==> src/rtl/vip_pkg.sv <==
// Shared definitions for the VIP frame stream generator: FSM state
// encoding, default video timing and small width helpers.
package vip_pkg;

  typedef enum logic [2:0] {
    ST_IDLE   = 3'd0,
    ST_VSYNC  = 3'd1,
    ST_VBLANK = 3'd2,
    ST_ACTIVE = 3'd3,
    ST_HBLANK = 3'd4,
    ST_DONE   = 3'd5
  } vip_state_e;

  localparam int DEF_H_ACTIVE = 640;
  localparam int DEF_V_ACTIVE = 480;
  localparam int DEF_H_BLANK  = 16;
  localparam int DEF_V_BLANK  = 8;
  localparam int DEF_VS_LEN   = 4;

  // Bits needed to index n distinct values (never less than one bit).
  function automatic int bits_for(input int n);
    if (n <= 1) begin
      return 1;
    end else begin
      return $clog2(n);
    end
  endfunction

  function automatic int max2(input int a, input int b);
    if (a > b) begin
      return a;
    end else begin
      return b;
    end
  endfunction

endpackage

==> src/rtl/vip_timing_counter.sv <==
// Loadable down-counter shared by every timed FSM state. The count parks
// at zero; tc_o flags the last cycle of the interval that was loaded.
module vip_timing_counter #(
  parameter int W = 4
) (
  input  logic         clk,
  input  logic         rst_n,
  input  logic         load_i,
  input  logic [W-1:0] load_val_i,
  output logic         tc_o
);

  logic [W-1:0] cnt_q;
  logic [W-1:0] cnt_d;

  // Reload on request, otherwise count down and hold at zero.
  always_comb begin
    cnt_d = cnt_q;
    if (load_i) begin
      cnt_d = load_val_i;
    end else if (cnt_q != {W{1'b0}}) begin
      cnt_d = cnt_q - {{(W-1){1'b0}}, 1'b1};
    end else begin
      cnt_d = cnt_q;
    end
  end

  // Count register with asynchronous clear.
  always_ff @(posedge clk or negedge rst_n) begin
    if (!rst_n) begin
      cnt_q <= {W{1'b0}};
    end else begin
      cnt_q <= cnt_d;
    end
  end

  assign tc_o = (cnt_q == {W{1'b0}});

endmodule

==> src/rtl/vip_frame_stream_gen_8bit.sv <==
// Frame stream generator: reads one frame of 8-bit pixels from a linear
// memory and replays it as a vsync / href / clken video stream.
// Optional build macro VIP_STREAM_TESTPAT_EN adds a test_mode input that
// replaces memory data with a (column+line) ramp and suppresses reads.
module vip_frame_stream_gen_8bit
  import vip_pkg::*;
#(
  parameter int H_ACTIVE = DEF_H_ACTIVE,
  parameter int V_ACTIVE = DEF_V_ACTIVE,
  parameter int H_BLANK  = DEF_H_BLANK,
  parameter int V_BLANK  = DEF_V_BLANK,
  parameter int VS_LEN   = DEF_VS_LEN
) (
  input  logic                                     clk,
  input  logic                                     rst_n,
  input  logic                                     start,
`ifdef VIP_STREAM_TESTPAT_EN
  input  logic                                     test_mode,
`endif
  input  logic [7:0]                               pix_rdata,
  output logic                                     pix_rd,
  output logic [bits_for(H_ACTIVE*V_ACTIVE)-1:0]   pix_raddr,
  output logic                                     post_frame_vsync,
  output logic                                     post_frame_href,
  output logic                                     post_frame_clken,
  output logic [7:0]                               post_img_y,
  output logic                                     busy,
  output logic                                     frame_done
);

  localparam int ADDR_W = bits_for(H_ACTIVE * V_ACTIVE);
  localparam int LINE_W = bits_for(V_ACTIVE);
  localparam int CNT_W  = bits_for(max2(max2(H_ACTIVE, H_BLANK), max2(V_BLANK, VS_LEN)));

  // Counter reload values: an interval of N cycles loads N-1.
  localparam logic [CNT_W-1:0]  LD_VS     = CNT_W'(VS_LEN - 1);
  localparam logic [CNT_W-1:0]  LD_VB     = CNT_W'(V_BLANK - 1);
  localparam logic [CNT_W-1:0]  LD_ACT    = CNT_W'(H_ACTIVE - 1);
  localparam logic [CNT_W-1:0]  LD_HB     = CNT_W'(H_BLANK - 1);
  localparam logic [CNT_W-1:0]  LD_ZERO   = {CNT_W{1'b0}};
  localparam logic [LINE_W-1:0] LAST_LINE = LINE_W'(V_ACTIVE - 1);

  vip_state_e        state_q, state_d;
  logic              cnt_load_s;
  logic [CNT_W-1:0]  cnt_val_s;
  logic              cnt_tc_s;
  logic              tm_s;

  logic              busy_q, busy_d;
  logic              done_q, done_d;
  logic              rd_q, rd_d;
  logic [ADDR_W-1:0] addr_q, addr_d;
  logic [LINE_W-1:0] line_q, line_d;
  logic              vs_q, href_q;

`ifdef VIP_STREAM_TESTPAT_EN
  assign tm_s = test_mode;
`else
  assign tm_s = 1'b0;
`endif

  vip_timing_counter #(
    .W(CNT_W)
  ) u_timer (
    .clk        (clk),
    .rst_n      (rst_n),
    .load_i     (cnt_load_s),
    .load_val_i (cnt_val_s),
    .tc_o       (cnt_tc_s)
  );

  // FSM state register.
  always_ff @(posedge clk or negedge rst_n) begin
    if (!rst_n) begin
      state_q <= ST_IDLE;
    end else begin
      state_q <= state_d;
    end
  end

  // Next state; every transition reloads the timer with the new state's length.
  always_comb begin
    state_d    = state_q;
    cnt_load_s = 1'b0;
    cnt_val_s  = LD_ZERO;
    case (state_q)
      ST_IDLE: begin
        if (start) begin
          state_d    = ST_VSYNC;
          cnt_load_s = 1'b1;
          cnt_val_s  = LD_VS;
        end else begin
          state_d = ST_IDLE;
        end
      end
      ST_VSYNC: begin
        if (cnt_tc_s) begin
          state_d    = ST_VBLANK;
          cnt_load_s = 1'b1;
          cnt_val_s  = LD_VB;
        end else begin
          state_d = ST_VSYNC;
        end
      end
      ST_VBLANK: begin
        if (cnt_tc_s) begin
          state_d    = ST_ACTIVE;
          cnt_load_s = 1'b1;
          cnt_val_s  = LD_ACT;
        end else begin
          state_d = ST_VBLANK;
        end
      end
      ST_ACTIVE: begin
        if (cnt_tc_s) begin
          state_d    = ST_HBLANK;
          cnt_load_s = 1'b1;
          cnt_val_s  = LD_HB;
        end else begin
          state_d = ST_ACTIVE;
        end
      end
      ST_HBLANK: begin
        if (cnt_tc_s) begin
          cnt_load_s = 1'b1;
          if (line_q == LAST_LINE) begin
            state_d   = ST_DONE;
            cnt_val_s = LD_ZERO;
          end else begin
            state_d   = ST_ACTIVE;
            cnt_val_s = LD_ACT;
          end
        end else begin
          state_d = ST_HBLANK;
        end
      end
      ST_DONE: begin
        state_d    = ST_IDLE;
        cnt_load_s = 1'b1;
        cnt_val_s  = LD_ZERO;
      end
      default: begin
        state_d    = ST_IDLE;
        cnt_load_s = 1'b1;
        cnt_val_s  = LD_ZERO;
      end
    endcase
  end

  // Next values of the state-aligned outputs and the address / line counters.
  always_comb begin
    busy_d = (state_d != ST_IDLE);
    done_d = (state_d == ST_DONE);
    rd_d   = (state_d == ST_ACTIVE) && !tm_s;

    if ((state_q == ST_IDLE) && (state_d == ST_VSYNC)) begin
      addr_d = {ADDR_W{1'b0}};
    end else if (rd_q) begin
      addr_d = addr_q + {{(ADDR_W-1){1'b0}}, 1'b1};
    end else begin
      addr_d = addr_q;
    end

    if ((state_q == ST_VBLANK) && (state_d == ST_ACTIVE)) begin
      line_d = {LINE_W{1'b0}};
    end else if ((state_q == ST_HBLANK) && (state_d == ST_ACTIVE)) begin
      line_d = line_q + {{(LINE_W-1){1'b0}}, 1'b1};
    end else begin
      line_d = line_q;
    end
  end

  // Registers for outputs that track the current FSM state.
  always_ff @(posedge clk or negedge rst_n) begin
    if (!rst_n) begin
      busy_q <= 1'b0;
      done_q <= 1'b0;
      rd_q   <= 1'b0;
      addr_q <= {ADDR_W{1'b0}};
      line_q <= {LINE_W{1'b0}};
    end else begin
      busy_q <= busy_d;
      done_q <= done_d;
      rd_q   <= rd_d;
      addr_q <= addr_d;
      line_q <= line_d;
    end
  end

  // Stream flags lag the state by one cycle so they line up with read data.
  always_ff @(posedge clk or negedge rst_n) begin
    if (!rst_n) begin
      vs_q   <= 1'b0;
      href_q <= 1'b0;
    end else begin
      vs_q   <= (state_q == ST_VSYNC);
      href_q <= (state_q == ST_ACTIVE);
    end
  end

`ifdef VIP_STREAM_TESTPAT_EN
  localparam int COL_W = bits_for(H_ACTIVE);

  logic [COL_W-1:0] col_q, col_d;
  logic [7:0]       pat_q, pat_d;

  // Column tracking and ramp value for the pixel issued this cycle.
  always_comb begin
    if ((state_d == ST_ACTIVE) && (state_q != ST_ACTIVE)) begin
      col_d = {COL_W{1'b0}};
    end else if (state_q == ST_ACTIVE) begin
      col_d = col_q + {{(COL_W-1){1'b0}}, 1'b1};
    end else begin
      col_d = col_q;
    end

    if (state_q == ST_ACTIVE) begin
      pat_d = 8'(int'(col_q) + int'(line_q));
    end else begin
      pat_d = 8'h00;
    end
  end

  // Column and ramp registers; the ramp lands in the same cycle as read data would.
  always_ff @(posedge clk or negedge rst_n) begin
    if (!rst_n) begin
      col_q <= {COL_W{1'b0}};
      pat_q <= 8'h00;
    end else begin
      col_q <= col_d;
      pat_q <= pat_d;
    end
  end

  // Pixel output: ramp or memory data inside a line, zero elsewhere.
  always_comb begin
    if (href_q) begin
      if (tm_s) begin
        post_img_y = pat_q;
      end else begin
        post_img_y = pix_rdata;
      end
    end else begin
      post_img_y = 8'h00;
    end
  end
`else
  // Pixel output: memory data inside a line, zero elsewhere.
  always_comb begin
    if (href_q) begin
      post_img_y = pix_rdata;
    end else begin
      post_img_y = 8'h00;
    end
  end
`endif

  assign busy             = busy_q;
  assign frame_done       = done_q;
  assign pix_rd           = rd_q;
  assign pix_raddr        = addr_q;
  assign post_frame_vsync = vs_q;
  assign post_frame_href  = href_q;
  assign post_frame_clken = href_q;

endmodule

==> config.mk <==
export PLATFORM = sky130hd
export DESIGN_NAME = vip_frame_stream_gen_8bit
export DESIGN_NICKNAME = d
export VERILOG_FILES = /design/src/rtl/vip_pkg.sv /design/src/rtl/vip_timing_counter.sv /design/src/rtl/vip_frame_stream_gen_8bit.sv
export SDC_FILE = /design/constraint.sdc
export NUM_CORES = 1
export LEC_CHECK = 0
export BUFFER_PORTS_ARGS = -buffer_cell sky130_fd_sc_hd__buf_2
export CAP_MARGIN = 20
export CELL_PAD_IN_SITES_DETAIL_PLACEMENT = 0
export CELL_PAD_IN_SITES_GLOBAL_PLACEMENT = 1
export CORE_ASPECT_RATIO = 0.9
export CORE_MARGIN = 2
export CORE_UTILIZATION = 46
export DETAILED_ROUTE_END_ITERATION = 10
export GPL_TIMING_DRIVEN = 0
export PLACE_DENSITY = 0.81
export SLEW_MARGIN = 20
export SYNTH_ARGS = -nofsm -noshare
export SYNTH_HDL_FRONTEND = slang
export SYNTH_HIERARCHICAL = 1
export SYNTH_SLANG_ARGS = --single-unit
==> constraint.sdc <==
create_clock -name clk -period 6.4 [get_ports clk]
set_input_delay 0.96 -clock clk [delete_from_list [all_inputs] [get_ports clk]]
set_output_delay 0.96 -clock clk [all_outputs]
set_load 0.005 [all_outputs]
## Word level (Yosys, flattened, before mapping)

Index checks and enable logic that the tools add are counted.

- Register bits: 46
- Input bits: 11
- Output and inout bits: 33
- Word-level logic and storage cells: 55

- $add $sub $neg: 3
- Equal/unequal tests: 8
- Mux-type cells: 24
- Reductions and logical operators: 11

Operator list:

| kind | count |
|---|---|
| 10-bit 2-to-1 mux | 5 |
| 10-bit case mux with 5 select lines | 1 |
| 19-bit 2-to-1 mux | 2 |
| 19-bit by 1-bit adder with 19-bit output (second input constant) | 1 |
| 9-bit 2-to-1 mux | 2 |
| 3-bit case mux with 5 select lines | 1 |
| 3-bit 2-to-1 mux | 4 |
| 10-bit logical NOT | 1 |
| 10-bit nonzero test | 1 |
| 10-bit by 1-bit subtractor with 10-bit output (second input constant) | 1 |
| 9-bit by 1-bit adder with 9-bit output (second input constant) | 1 |
| 3-bit by 2-bit == test with 1-bit output (second input constant) | 3 |
| 9-bit == test (second input constant) | 1 |
| 8-bit 2-to-1 mux | 1 |
| 3-bit by 1-bit == test with 1-bit output (second input constant) | 2 |
| 3-bit == test (second input constant) | 2 |
| 2-bit nonzero test | 3 |
| 1-bit 2-to-1 mux | 4 |
| 2-bit 2-to-1 mux | 2 |
| 4-bit 2-to-1 mux | 1 |
| 4-bit OR reduction | 1 |
| 1-bit logical AND | 3 |
| 3-bit logical NOT | 1 |
| 3-bit nonzero test | 1 |
| 1-bit case mux with 2 select lines | 1 |

## Longest topological paths before layout

- Word-level depth: 8
- Mapped depth: 13

## Hierarchy

The synthesis kept the hierarchy.

By module, submodules not included:

| module | instances | cells each | area an instance (um2) | seq. area each (um2) |
|---|---|---|---|---|
| vip_frame_stream_gen_8bit | 1 | 202 | 1915.6 | 900.9 |
| vip_timing_counter | 1 | 67 | 594.3 | 250.2 |

## Least setup slack after synthesis

Ideal clock, no wire load.

- Path type: reg-to-reg
- Start point: register u_timer.cnt_q[3]
- End point: register u_timer.cnt_q[5]
- Data arrival time: 2.332 ns
- Data required time: 6.258 ns
- Slack: 3.926 ns
- Cell stages (with the launch flop): 12
- Cells stage by stage: dfrtp_1 nor4_4 nand3_1 inv_1 clkbuf_1 o21bai_1 nor2b_1 clkbuf_1 inv_1 clkbuf_1 nor2_1 a211oi_1

- Word-level cells in the longest chain between the ends: 4
- Elaborated cells between the ends (all ways): 11
- Classes of those cells: add/sub (1); mux (7); reduce/logical (3)

Ends and longest elaborated chain:

| item | line | source |
|---|---|---|
| from (decl) | vip_timing_counter.sv:13 | `logic [W-1:0] cnt_q;` |
| from (signal assigned) | vip_timing_counter.sv:31 | `cnt_q <= {W{1'b0}};` |
| from (signal assigned) | vip_timing_counter.sv:33 | `cnt_q <= cnt_d;` |
| 10-bit logical NOT * | vip_timing_counter.sv:37 | `assign tc_o = (cnt_q == {W{1'b0}});` |
| net cnt_tc_s | vip_frame_stream_gen_8bit.sv:46 | `logic cnt_tc_s;` |
| 1-bit 2-to-1 mux * | - |  |
| 1-bit case mux with 2 select lines * | vip_frame_stream_gen_8bit.sv:86 | `case (state_q)` |
| net cnt_load_s | vip_frame_stream_gen_8bit.sv:44 | `logic cnt_load_s;` |
| 10-bit 2-to-1 mux / 2-bit nonzero test (equally long branches) | - |  |

The timed path passes the listed nets; every way through them passes the cells marked *. The select of a mux whose other input is x is not followed.
A chain may end at the register's enable or synchronous reset.

## Final worst setup path

- Start point: register u_timer.cnt_q[3]
- End point: register u_timer.cnt_q[9]

The elaborated chain is that of the path after synthesis.

==> results.md <==
* Synth warn at 6
* Max_cap viols at 0
* Commonest non-fill, non-tap cells in the layout: dfrtp_1, buf_2, nor2_1
* DR vias at 2034
* Layout cell share with drive strength beyond 1 at 0.199
* Layout fillers at 496
* Fin util at 0.556
* Setup Buffers After CTS at 0
* Cells after synthesis at roughly 270
* Final worst path period need at between 2000 and 3000 ps
* Post-route ant nets at 0
* Worst skew pair latency at 290 ps
* Period utilization at 0.461
* Crit path required time at 6560 ps
* WP data arrival at around 3100 ps
* Adder-cell area share of the yosys netlist at 0.0150
* FF+latch count, synth at 46
* Simple-gate portion of the synthesized area at 0.295
* Vias/cell at 5.24
* Slew HR at 0.507
* Peak VDD IR at 0.000132 V
* Antenna cells at 0
* Seq/Total Area, Yosys at 0.459
* Max Slew Vio Count at 0
* Compound-Gate Fraction of Synth Area at 0.0942
* RSZ-0062 raised after global routing: false
* Final setup TNS at 0 ps
* Largest net degree at the start of global routing at 47
* Hold Crit Start: line_q[8]
* Endpoints failing hold at 0
* Critical Path Sink Type: flop
* CTS Buffer Depth at 2
* CP top delay family: buffers and inverters
* Kind of critical path: flop to flop
* Row cnt at 25
* Mapped cell area at 2510 µm²
* Width of the die at 81.9 µm
* Worst setup path start: u_timer/cnt_q[3]
* H-tree levels at 2
* Commonest non-fill, non-tap cell in the layout: dfrtp_1
* Worst R2R Path Depth at 11
* Critical-path maximum fanout at 10
* Setup Viol. Count Final at 0
* Worst reg2reg startpoint: u_timer/cnt_q[3]
* Post-CTS Resized at 0
* Fmax at 339 MHz
* Initial antenna violation count at 0
* Pwr/cell area at about 190 nW/µm²
* Hold Path Cell Cnt at 1
* XOR/XNOR Fraction of Synth Area at 0.0663
* Die area at approximately 6100 µm²
* DRC at 0
* Startpoint types: flop
* Cts hold-fix bufs at 0
* Total track usage at 0.184
* CP max stage delay at 460 ps
* Power Total at between 500 and 600 µW
* Total gr overflow at 0
* Worst-Margin Slew at 733 ps
* # IOs at 44
* CP Buf/Inv Count at 5
* Avg Cell Area, Syn at approximately 9.3 µm²
* Clk slew on worst S/H paths at roughly 80 ps
* Main combinational cell family by area after synthesis: simple AND/OR/NAND/NOR gates
* Clock sink count at 46
* Die Y at ~74 µm
* Total iterations of the first detailed-routing run at 4
* Number of global-route vias before repair at 1846
* 1st-iter DRT viols at just under 80
* Area grow syn2layout at 16.4%
* Leak at 0.00126 µW
* Distinct cells, synth at 43
* Tightest Hold Check Type: flop to flop
* Layout Skew at 5.92 ps
* CTS tree: done
* Status: finished clean
* Gpl congestion at 0.766
* Core Box Area at 5260 µm²
* Most frequent cell on the critical path: clkbuf_1
* Root buffer cell: clkbuf_8
* Dpl hpwl at 3700 µm
* Wirelength per Cell at between 10 and 15 µm
* Critical path, cell by cell: nor4_4, nand3_1, inv_1, clkbuf_1, o21bai_1, nor2b_1, clkbuf_1, inv_1, clkbuf_1, nor2_1, a21oi_1
* RR Endpoint: u_timer/cnt_q[9]
* Slowest CP cell: dfrtp_1
* Mux share of post-synthesis cell area at 0.0364
* Reg2reg setup slack at about 3400 ps
* I/O Buffers at 43
* DRT Wirelength at 5160 µm
* Fin nets at 334
* Hold endpoint: line_q[8]
* Initial Utilization at 0.478
* First-pass GRT wire length at 8670 µm
* Clock buffer count from CTS at 5
## report_power, final
part | total (µW) | switching, µW | internal [µW]
clock | 211 | 93.8 | 117
sequential | 306 | 9.39 | 296
combinational | 26.0 | 14.4 | 11.6
## worst reg2reg max path, stage by stage (launching register included)
cell and delay (ps):
dfrtp_1 460, nor4_4 380, nand3_1 250, inv_1 230
clkbuf_1 340, o21bai_1 160, nor2b_1 130, clkbuf_1 290
inv_1 130, clkbuf_1 230, nor2_1 170, a21oi_1 50
## per-stage QoR
step	setup slack (ps)	hold WS (ps)	instance area, µm²	std cells
after floorplan	3930	448	2510	270
after global placement	3460	471	2810	380
after detailed placement	3440	479	2810	380
after CTS	3420	490	2920	388
after global routing	3150	505	2920	388
final	3450	487	2920	388
## cell usage after synthesis (all sizes together)
master | instances | area share
nor2b | 11 | 0.027
nand3 | 14 | 0.028
and2 | 10 | 0.025
or4 | 4 | 0.015
mux2i | 8 | 0.032
xnor2 | 5 | 0.017
a21oi | 16 | 0.032
and4bb | 1 | 0.0050
a32o | 1 | 0.0040
inv | 8 | 0.012
o31ai | 5 | 0.015
and4 | 2 | 0.0075
dfrtp | 46 | 0.46
nor3 | 6 | 0.012
or3 | 7 | 0.017
nor3b | 3 | 0.013
and3 | 4 | 0.010
o21ai | 14 | 0.028
nor4 | 2 | 0.011
a211oi | 2 | 0.0060
clkbuf | 6 | 0.013
nand2b | 2 | 0.0050
o21bai | 1 | 0.0030
o211ai | 1 | 0.0030
nand2 | 27 | 0.040
ha | 3 | 0.015
nand3b | 2 | 0.0060
buf | 3 | 0.0080
a221oi | 1 | 0.0035
mux2 | 1 | 0.0045
conb | 1 | 0.0015
nor2 | 31 | 0.046
xor2 | 14 | 0.049
nand4 | 7 | 0.026
## worst max path at each step
| stage | end | depth (start not counted) | slack [ps] |
|---|---|---|---|
| after floorplan | u_timer/cnt_q[5] | 11 | 3930 |
| after global placement | u_timer/cnt_q[5] | 11 | 3460 |
| after detailed placement | u_timer/cnt_q[9] | 11 | 3440 |
| after CTS | u_timer/cnt_q[9] | 11 | 3420 |
| after global routing | u_timer/cnt_q[9] | 11 | 3150 |
| final | u_timer/cnt_q[9] | 11 | 3450 |
## final cells by class
| type | instances | area (µm²) | area share |
|---|---|---|---|
| clock buffer | 7 | 76.3 | 0.0261 |
| clock inverter | 1 | 30.0 | 0.0103 |
| inverter | 8 | 30.0 | 0.0103 |
| sequential | 46 | 1150 | 0.394 |
| buffer | 9 | 52.6 | 0.0180 |
| tap | 67 | 83.8 | 0.0287 |
| timing repair buffer | 43 | 218 | 0.0745 |
| multi-input combinational | 207 | 1280 | 0.438 |
## registers in the layout, summed over array words and instances (netlist names)
name / cells
post_frame_vsync: 1
post_frame_clken: 1
pix_rd: 1
u_timer/cnt_q: 10
state_q: 3
pix_raddr: 19
busy: 1
line_q: 9
frame_done: 1
## kinds of logic (layout without fill, tap and decap cells)
kind of cell    count (synthesis)  count (layout)
compound gates                 41              41
xor+xnor                       19              19
fa+ha+maj                       3               3
buf+inv                        17              68
flops                          46              46
mux                             9               9
other cells                     1               2
simple gates                  133             133
## per-layer routing
layer / up-vias / part of all wire / GRT usage
met2: 29 / 0.47 / 0.298
met4: 0 / 0.010 / 0.0556
li1: 1031 / - / -
met1: 967 / 0.49 / 0.252
met5: - / 0 / 0
met3: 7 / 0.032 / 0.0364
(Power assumes the default switching activity.)
